**src/rtl/game_state_sched.sv**
```systemverilog
// rtl/game_state_sched.sv - frame-synchronous start/game/end screen sequencer
module game_state_sched #(
    parameter int unsigned END_HOLD    = 60,
    parameter int unsigned END_TIMEOUT = 600,
    parameter int unsigned CNT_W       = 10
) (
    input  logic       sys_clk,
    input  logic       sys_rst,
    input  logic       frame_end,
    input  logic       start_req,
    input  logic       over_req,
    output logic [1:0] state,
    output logic       game_en,
    output logic       game_clr
);

    localparam logic [1:0] S_START = 2'd0;
    localparam logic [1:0] S_GAME  = 2'd1;
    localparam logic [1:0] S_END   = 2'd2;

    // Frame counts compared against end_cnt; the timeout test uses the
    // count before increment, hence END_TIMEOUT - 1.
    localparam logic [CNT_W-1:0] HOLD_C = CNT_W'(END_HOLD);
    localparam logic [CNT_W-1:0] LAST_C = CNT_W'(END_TIMEOUT - 1);

    logic [1:0]       state_q, state_d;
    logic             pend_start_q, pend_start_d;
    logic             pend_over_q, pend_over_d;
    logic [CNT_W-1:0] end_cnt_q, end_cnt_d;
    logic             game_en_q, game_en_d;
    logic             game_clr_q, game_clr_d;

    logic eff_start;
    logic eff_over;
    logic hold_met;

    // A request arriving on the boundary cycle itself is honoured there.
    assign eff_start = pend_start_q | start_req;
    assign eff_over  = pend_over_q | over_req;
    assign hold_met  = (end_cnt_q >= HOLD_C);

    // State register: screen code, latched requests, end counter and outputs
    always_ff @(posedge sys_clk) begin
        if (sys_rst) begin
            state_q      <= S_START;
            pend_start_q <= 1'b0;
            pend_over_q  <= 1'b0;
            end_cnt_q    <= '0;
            game_en_q    <= 1'b0;
            game_clr_q   <= 1'b0;
        end else begin
            state_q      <= state_d;
            pend_start_q <= pend_start_d;
            pend_over_q  <= pend_over_d;
            end_cnt_q    <= end_cnt_d;
            game_en_q    <= game_en_d;
            game_clr_q   <= game_clr_d;
        end
    end

    // Next-state: latch requests mid-frame, commit screen changes only on frame_end
    always_comb begin
        state_d      = state_q;
        pend_start_d = pend_start_q;
        pend_over_d  = pend_over_q;
        end_cnt_d    = end_cnt_q;
        case (state_q)
            S_START: begin
                if (frame_end && eff_start) begin
                    state_d      = S_GAME;
                    pend_start_d = 1'b0;
                    pend_over_d  = 1'b0;
                end else if (start_req) begin
                    pend_start_d = 1'b1;
                end
            end
            S_GAME: begin
                // start_req is deliberately not latched here, so over wins a tie
                if (frame_end && eff_over) begin
                    state_d      = S_END;
                    pend_start_d = 1'b0;
                    pend_over_d  = 1'b0;
                    end_cnt_d    = '0;
                end else if (over_req) begin
                    pend_over_d = 1'b1;
                end
            end
            S_END: begin
                if (frame_end) begin
                    if (eff_start && hold_met) begin
                        state_d      = S_GAME;
                        pend_start_d = 1'b0;
                        pend_over_d  = 1'b0;
                    end else if (end_cnt_q >= LAST_C) begin
                        state_d      = S_START;
                        pend_start_d = 1'b0;
                        pend_over_d  = 1'b0;
                        end_cnt_d    = '0;
                    end else begin
                        end_cnt_d = end_cnt_q + CNT_W'(1);
                    end
                end else if (start_req && hold_met) begin
                    // Restart presses during the hold window are dropped, not deferred
                    pend_start_d = 1'b1;
                end
            end
            default: begin
                state_d      = S_START;
                pend_start_d = 1'b0;
                pend_over_d  = 1'b0;
                end_cnt_d    = '0;
            end
        endcase
    end

    // Outputs: derived from the next state so they register alongside state_q
    always_comb begin
        game_en_d  = (state_d == S_GAME);
        game_clr_d = (state_d == S_GAME) && (state_q != S_GAME);
    end

    assign state    = state_q;
    assign game_en  = game_en_q;
    assign game_clr = game_clr_q;

endmodule

```
**config.mk**
```make
export PLATFORM = sky130hd
export DESIGN_NAME = game_state_sched
export DESIGN_NICKNAME = d
export VERILOG_FILES = /design/src/rtl/game_state_sched.sv
export SDC_FILE = /design/constraint.sdc
export NUM_CORES = 1
export LEC_CHECK = 0
export ABC_AREA = 1
export CORE_MARGIN = 2
export CORE_UTILIZATION = 33
export DETAILED_ROUTE_END_ITERATION = 8
export GPL_ROUTABILITY_DRIVEN = 0
export HOLD_SLACK_MARGIN = 0.12
export PLACE_DENSITY = 0.59
export SLEW_MARGIN = 25
export SYNTH_ARGS = -nofsm -noshare
export SYNTH_HDL_FRONTEND = slang
export SYNTH_SLANG_ARGS = --single-unit
```
**constraint.sdc**
```tcl
create_clock -name sys_clk -period 2.1 [get_ports sys_clk]
set_input_delay 0.42 -clock sys_clk [delete_from_list [all_inputs] [get_ports sys_clk]]
set_output_delay 0.42 -clock sys_clk [all_outputs]
set_load 0.02 [all_outputs]
```
==> results of run 1 <==
-- state kept, by name, summed over array words and instances (netlist names) --
register	count
end_cnt_q	10
game_clr	1
game_en	1
pend_over_q	1
pend_start_q	1
state	2
-- metrics by stage --
stage,cell area (sq um),worst slack [ns],power [W]
2_1_floorplan,1050,0.7278,0.0004586
3_3_place_gp,1192,0.1387,0.0005107
3_5_place_dp,1192,0.1368,0.0005129
4_1_cts,1229,0.3541,0.0007229
5_1_grt,1229,0.3356,0.0007504
6_report,1229,0.3789,0.0007103
-- cell usage in the layout (no fill, tap or decap) --
cell             netlist  layout
nand2_8                1       1
clkbuf_8               0       1
clkdlybuf4s50_1        0       8
o21ai_0                2       2
nand3_1               12      12
nor2_1                27      27
buf_4                  0       1
nor3_2                 1       1
inv_2                  7       7
nand2_4                3       3
clkinv_1               1       1
inv_1                 23      23
nand2_1               41      41
a21oi_1                5       5
nand3_2                1       1
clkbuf_4               0       3
nand4_1                4       4
xnor2_1                2       2
nor2_2                 5       5
dfxtp_1               16      16
nor2_4                 1       1
ha_1                   2       2
nor3_1                 3       3
nand2_2                3       3
nand3_4                1       1
o21ai_1                2       2
xor2_1                 1       1
inv_6                  1       1
-- layout make-up --
type,instances,area [sq um]
Fill cell,330,1799
Clock buffer,4,36.28
Timing Repair Buffer,9,87.58
Inverter,32,125.1
Tap cell,44,55.05
Sequential cell,16,320.3
Multi-Input combinational cell,117,604.3
-- power breakdown --
part           leakage [nW]  switching, W  total (W)  internal [W]
Clock                0.0210      0.000101   0.000206      0.000106
Sequential            0.130     0.0000104   0.000330      0.000320
Combinational         0.389      0.000111   0.000174     0.0000626
-- path summary, 6_finish.rpt --
kind / slack [ns] / end / cells past startpoint
setup / recovery: 0.38 / state[0] / 1
hold / removal: 0.49 / pend_start_q / 2
setup reg to reg: 0.53 / pend_start_q / 9
hold reg to reg: 0.49 / pend_start_q / 2
-- metal layers --
layer	wire, microns	part of all wire [%]	up-vias
li1	-	-	533
met5	0	0	-
met3	67	2.9	10
met4	58	2.6	0
met1	1124	49	444
met2	1022	45	18
-- cells in the mapped netlist (all sizes together) --
| master | count |
|---|---|
| nand2 | 48 |
| nor2 | 33 |
| inv | 31 |
| dfxtp | 16 |
| nand3 | 14 |
| a21oi | 5 |
| nand4 | 4 |
| nor3 | 4 |
| o21ai | 4 |
| ha | 2 |
| xnor2 | 2 |
| clkinv | 1 |
| xor2 | 1 |
-- worst register-to-register path, cell delays in order (launching register included) --
cell and delay, ns:
dfxtp_1 0.35, ha_1 0.23, inv_1 0.12, nor2_1 0.07, nand3_1 0.13, nand3_1 0.15, nor2_1 0.23, nor2_1 0.08
nor2_1 0.09, nor2_1 0.04
-- logic make-up after synthesis --
family | share of synthesized area (%)
AO/OA/AOI/OAI | 4.291
XOR/XNOR | 2.503
adder cells (fa/ha/maj) | 2.383
buffers and inverters | 11.92
flip-flops | 30.51
AND/OR/NAND/NOR | 48.39
==> results.tsv, run 1 <==
metric	value	unit
grtUsageMet1	19.06	%
met2_usage	22.83	%
path_class	reg2out	
cts_tree	yes	
hold_viol	0	
post_drt_wl_per_cell	10.23	microns
drive_gt1_share	16.29	%
path_max_fanout	3	
gr-total-overflow	0	
port_buffers	8	
avgSynthCellArea	6.362	sq um
worstHoldPathType	reg2reg	
synth_top_cell_area_share	30.51	%
fin_nets	186	
dieArea	3648	sq um
diodes	0	
setup_tns	0	ns
path_buf_inv	1	
io_pins	9	
grt_pass1_wl	3939	microns
cp_data_required_time	1.68	ns
fin_crit	1.721	ns
num_rows	20	
finalNonFillerCells	222	
synth_area	1050	sq um
viasPerCell	4.527	
crit_chain	clkdlybuf4s50_1	
max-slew-margin-rel	81.06	%
die_x	60.40	microns
use_met3	2.345	%
syn-instance-count	165	
fin_crit_sh	81.96	%
grt-busiest-layer	met2	
dpl.cell_count	218	
drt.antenna.violating_nets	0	
syn_nets	172	
path_clk_slew	0.10	ns
cts_max_path_buffers	2	
outcome	finished, final reports clean	
peakVddDrop	0.3513	mV
drc	0	
area_growth	17.04	%
ys_types	24	
fmax	581.0	MHz
end_kind	primary output	
track_usage	14.22	%
arrival	1.30	ns
htreeDepth	1	
drv_cap	0	
synth_top_cell_by_area	dfxtp_1	
crit_slowest_cell	clkdlybuf4s50_1	
start_kind	flop	
ctsRootBufferMaster	clkbuf_4	
hold_start	pend_start_q	
dr.pass1.iters	4	
critPathLaunch	state[0]	
num_vias	1005	
setup_violations	0	
postCtsResizedCells	0	
clock_sinks	16	
worst_pin_slew	0.2837	ns
finalWirelength	2272	microns
grt_antenna_before_repair	0	
powerDensity	578.1	nW/um^2
r2r_start	end_cnt_q[0]	
finalHoldWorstSlack	0.4851	ns
rsz0062_at_grt	no	
grt_max_degree	11	
power_leakage	0.5402	nW
final_core_util	40.58	%
drtIter0Drc	26	
synth-seq-cells	16	
slew_viol_final	0	
slowest_delay	0.63	ns
dp_hpwl	1847	microns
grt_pass1_vias	914	
ys_seq_area_share	30.51	%
ys_warn_count	0	
clock_latency	0.29	ns
fin_skew	0.009607	ns
ys_top_cells_by_area	dfxtp_1 31%, nand2_1 15%, nor2_1 9.7%, inv_1 8.2%, nand3_1 5.7%	
post_cts_buffers	0	
cts_buffers	3	
die_y	60.40	microns
start_util	34.67	%
ctsHoldBuffers	0	
cpLargestDelayFamily	buffers and inverters	
design.core.area	3028	sq um
(Power assumes the default switching activity.)
==> run 2: changes to the inputs <==
- PLACE_DENSITY: 0.59 -> 0.61
- clock period: 2.1 -> 1.4 ns (I/O delays scaled with it)
==> results.tsv, run 2 (synthesis gave the netlist of run 1 again) <==
metric	value	unit	change
drt.antenna.violating_nets	0		unchanged
clock_sinks	16		unchanged
start_kind	input port		
critPathLaunch	start_req		
post-place-ws	-0.3283	ns	-0.4651 ns
holdPathStages	5		+3
cts_tree	yes		
num_vias	1093		+8.8%
worstHoldPathType	in2reg		
fin_nets	211		+13%
final_core_util	50.54	%	+10 points
final_cell_mix	37 x nand2_1, 24 x buf_4, 20 x inv_1, 20 x nor2_1, 10 x nand3_1		
final_common_cell	nand2_1		
htreeDepth	1		unchanged
fin_crit	1.413	ns	
violations	negative setup slack		
finalPower	0.001063	W	+50%
port_buffers	8		unchanged
grt_antenna_before_repair	0		unchanged
area_growth	45.77	%	
r2r_setup_slack	0.01	ns	-0.52 ns
die_x	60.40	microns	unchanged
max-slew-margin-rel	81.52	%	+0.46 points
dr.pass1.iters	4		unchanged
place_area	1350	sq um	+13%
worst_pin_slew	0.2768	ns	-0.006872 ns
r2r_start	end_cnt_q[1]		
peakVddDrop	0.4489	mV	+28%
r2r_cells	9		unchanged
clock_latency	0.28	ns	about the same
hold_viol	0		unchanged
drive_gt1_share	41.09	%	+25 points
die_y	60.40	microns	unchanged
drtIter0Drc	34		+31%
setup_violations	1		+1
cts_max_path_buffers	2		unchanged
finalWirelength	2700	microns	+19%
regMostFlops	end_cnt_q		
path_max_fanout	6		+3
design.core.area	3028	sq um	unchanged
fin_crit_sh	100.9	%	
cp_data_required_time	1.57	ns	-0.11 ns
ctsHoldBuffers	0		unchanged
post_drt_wl_per_cell	10.98	microns	+7.2%
crit_end	end_cnt_q[1]		
r2r_end	pend_over_q		
outcome	finished with violations		
io_pins	9		unchanged
stdcell_area	1530	sq um	+25%
ctsRootBufferMaster	clkbuf_4		
final.fill_count	306		-7.3%
setup_ws	-0.01263	ns	-0.3915 ns
fin_skew	0.005832	ns	-0.003775 ns
arrival	1.58	ns	+0.28 ns
path_class	in2reg		
fmax	707.9	MHz	
num_rows	20		unchanged
track_usage	15.81	%	+1.6 points
diodes	0		unchanged
drc	0		unchanged
end_kind	flop		
dpl.cell_count	239		+9.6%
cts_buffers	3		unchanged
rsz0062_at_grt	yes		
grt_pass1_vias	1058		+16%
powerDensity	694.7	nW/um^2	+20%
path_clk_slew	0.09	ns	about the same
viasPerCell	4.443		-1.9%
gr-total-overflow	0		unchanged
power_leakage	0.7060	nW	+31%
drv_cap	0		unchanged
largest_register_ffs	10		unchanged
start_util	34.67	%	unchanged
dp_hpwl	1994	microns	+7.9%
grt_max_degree	11		unchanged
dieArea	3648	sq um	unchanged
grt_pass1_wl	4353	microns	+11%
finalNonFillerCells	246		+11%
slew_viol_final	0		unchanged
-- run 2: per-stage QoR --
| stage | hold WS [ns] | setup TNS, ns |
|---|---|---|
| final | 0.3707 | -0.01263 |
| after global routing | 0.3968 | -0.6314 |
| after CTS | 0.4888 | 0 |
| after detailed placement | 0.4640 | -3.815 |
| after global placement | 0.4545 | -3.350 |
| after floorplan | 0.3491 | 0 |
-- run 2: worst max-delay path, cell delays in order --
cell             delay [ns]
clkdlybuf4s50_1        0.49
nor2_2                 0.05
inv_1                  0.08
buf_4                  0.12
nand3_4                0.11
nand2_8                0.13
clkinv_8               0.07
nor2_1                 0.17
nor3_4                 0.06
-- run 2: how the worst min path moves through the flow --
stage,from,endpoint,slack [ns]
after floorplan,sys_rst,end_cnt_q[2],0.35
after CTS,pend_start_q,pend_start_q,0.49
after global placement,pend_start_q,pend_start_q,0.45
after global routing,over_req,pend_over_q,0.40
final,over_req,pend_over_q,0.37
after detailed placement,pend_start_q,pend_start_q,0.46
-- run 2: report_power, final --
part | internal, W | switching, W | total (W)
registers | 0.000478 | 0.0000187 | 0.000497
clock network | 0.0000996 | 0.000136 | 0.000236
logic | 0.000126 | 0.000204 | 0.000330
total | 0.000704 | 0.000359 | 0.00106
-- run 2: repair_timing --
action | 4_1_cts | 5_1_grt
gates resized for setup | 12 | 36
pin swaps | 1 | 6
setup endpoints to repair | 15 | 15
gates cloned | 0 | 2
buffers inserted | 0 | 2
endpoints found under the hold margin | 0 | 0
-- run 2: cell type report --
cell class / count / area [sq um] / area share, %
well taps: 44 / 55.05 / 3.598
repair buffers: 32 / 260.3 / 17.01
flip-flops and latches: 16 / 337.8 / 22.08
inverters: 32 / 135.1 / 8.831
clock buffers: 3 / 22.52 / 1.472
multi-input cells: 118 / 710.7 / 46.44
repair inverters: 1 / 8.758 / 0.5724
-- run 2: layer usage --
layer / part of all wire (%) / GRT usage (%) / vias to the layer above
li1: - / - / 584
met1: 46 / 19.82 / 492
met2: 51 / 27.33 / 15
met3: 1.9 / 1.279 / 2
met4: 1.0 / 7.619 / 0
met5: 0 / 0 / -
==> run 3: changes to the inputs <==
--- a/config.mk
+++ b/config.mk
@@ -13,2 +13,3 @@
 export HOLD_SLACK_MARGIN = 0.12
+export MAX_ROUTING_LAYER = met4
 export PLACE_DENSITY = 0.61
--- a/constraint.sdc
+++ b/constraint.sdc
@@ -3,2 +3,2 @@
 set_output_delay 0.28 -clock sys_clk [all_outputs]
-set_load 0.02 [all_outputs]
+set_load 0.05 [all_outputs]
==> results.tsv, run 3 (synthesis gave the netlist of run 1 again) <==
metric	value	unit	change
outcome	finished with violations		
violations	negative setup slack		
cp_data_required_time	1.64	ns	+0.07 ns
grt_max_degree	11		unchanged
drive_gt1_share	46.19	%	+5.1 points
cts_tree	yes		
gr-total-overflow	0		unchanged
r2r_cells	10		+1
path_class	reg2reg		
end_kind	flop		
drc	0		unchanged
grt_antenna_before_repair	0		unchanged
design.core.area	3028	sq um	unchanged
start_util	34.67	%	unchanged
fin_skew	0.003677	ns	-0.002155 ns
largest_register_ffs	10		unchanged
worstHoldPathType	in2reg		
hold_viol	0		unchanged
setup_ws	-0.02670	ns	-0.01407 ns
area_growth	58.88	%	
final_common_cell	nand2_1		
final_core_util	55.08	%	+4.5 points
slew_viol_final	0		unchanged
cts_max_path_buffers	2		unchanged
diodes	0		unchanged
dp_hpwl	2005	microns	+0.54%
track_usage	16.98	%	+1.2 points
drv_cap	0		unchanged
cts_buffers	3		unchanged
io_pins	9		unchanged
finalNonFillerCells	254		+3.3%
worst_pin_slew	0.2816	ns	+0.004734 ns
drtIter0Drc	28		-18%
htreeDepth	1		unchanged
hold_path_end	pend_over_q		
rsz0062_at_grt	yes		
start_kind	flop		
stdcell_area	1668	sq um	+9.0%
viasPerCell	4.626		+4.1%
max-slew-margin-rel	81.21	%	-0.32 points
post_drt_wl_per_cell	11.47	microns	+4.5%
setup_violations	1		unchanged
setup_tns	-0.02670	ns	-0.01407 ns
clock_sinks	16		unchanged
regMostFlops	end_cnt_q		
r2r_start	end_cnt_q[1]		
arrival	1.66	ns	+0.08 ns
r2r_end	end_cnt_q[8]		
grt_pass1_wl	4443	microns	+2.1%
hold_start	over_req		
ctsRootBufferMaster	clkbuf_4		
path_max_fanout	3		-3
r2r_setup_slack	-0.03	ns	-0.04 ns
fin_crit	1.427	ns	+0.01407 ns
drt.antenna.violating_nets	0		unchanged
clock_latency	0.30	ns	+0.02 ns
dr.pass1.iters	4		unchanged
die_y	60.40	microns	unchanged
dpl.cell_count	243		+1.7%
final.fill_count	262		-14%
holdPathStages	5		unchanged
power_leakage	0.7484	nW	+6.0%
place_area	1425	sq um	+5.6%
num_rows	20		unchanged
fmax	700.9	MHz	-0.99%
powerDensity	700.9	nW/um^2	+0.89%
fin_nets	218		+3.3%
peakVddDrop	0.5681	mV	+27%
die_x	60.40	microns	unchanged
dieArea	3648	sq um	unchanged
finalWirelength	2913	microns	+7.9%
port_buffers	8		unchanged
final_cell_mix	36 x nand2_1, 30 x buf_4, 21 x inv_1, 19 x nor2_1		
num_vias	1175		+7.5%
fin_crit_sh	101.9	%	+1.0 points
path_clk_slew	0.10	ns	about the same
grt_pass1_vias	1087		+2.7%
==> run 3: cell types whose count changed in the layout (fill, tap and decap cells not counted), moves of 2 or more <==
cell           previous run  this run
nand3_2                   3         5
buf_12                    0         5
dfxtp_1                   6         8
a21oi_1                   5         3
dlygate4sd2_1             4         0
nand3_1                  10         8
buf_4                    24        30
a21oi_2                   0         2
dfxtp_2                   8         5
==> run 3: worst max path at each step <==
stage,startpoint,to,slack (ns),depth (start not counted)
after floorplan,end_cnt_q[0],pend_start_q,0.05,9
after detailed placement,frame_end,end_cnt_q[5],-0.30,10
after global routing,end_cnt_q[1],end_cnt_q[8],-0.13,10
after global placement,frame_end,end_cnt_q[8],-0.27,10
after CTS,end_cnt_q[8],pend_start_q,0.003,10
final,end_cnt_q[1],end_cnt_q[8],-0.03,10
==> run 3: cell type report <==
| cell class | count | area, sq um | area share [%] |
|---|---|---|---|
| clock buffers | 4 | 26.28 | 1.575 |
| inverters | 32 | 135.1 | 8.102 |
| multi-input cells | 118 | 732.0 | 43.89 |
| flip-flops and latches | 16 | 337.8 | 20.26 |
| well taps | 44 | 55.05 | 3.301 |
| repair buffers | 40 | 381.6 | 22.88 |
==> run 3: critical path, stage by stage (launching register included) <==
cell     delay [ns]
dfxtp_2        0.37
ha_4           0.16
inv_4          0.04
buf_4          0.13
nor2_4         0.11
nand4_1        0.09
nand2_1        0.10
nand3_1        0.08
nor2_1         0.12
nor2_1         0.06
nor2_1         0.10
==> run 3: stage by stage <==
step / setup WS (ns) / power [W] / hold slack (ns)
2_1_floorplan: 0.04663 / 0.0007153 / 0.3417
3_3_place_gp: -0.2733 / 0.0008523 / 0.4549
3_5_place_dp: -0.3014 / 0.0008582 / 0.4636
4_1_cts: 0.002683 / 0.001127 / 0.4878
5_1_grt: -0.1320 / 0.001227 / 0.3993
6_report: -0.02670 / 0.001169 / 0.3504
==> run 3: what timing repair did <==
action / CTS / global route
buffers inserted: 0 / 6
cloned: 0 / 1
hold buffers: 0 / 0
pin swaps: 1 / 15
endpoints found under the setup margin: 7 / 16
gates resized for setup: 6 / 41
==> run 3: metal layers <==
layer / routed length [microns] / track usage (%) / share of wire, % / vias to the layer above
met2: 1473 / 26.09 / 51 / 27
li1: - / - / - / 594
met1: 1261 / 21.89 / 43 / 547
met4: 76 / 8.889 / 2.6 / 0
met3: 102 / 1.919 / 3.5 / 7
met5: 0 / - / 0 / -
==> run 3: where the power goes <==
part	internal (W)	switching [W]	total, W
Clock	0.000111	0.000157	0.000268
Sequential	0.000478	0.0000220	0.000500
Combinational	0.000173	0.000228	0.000401
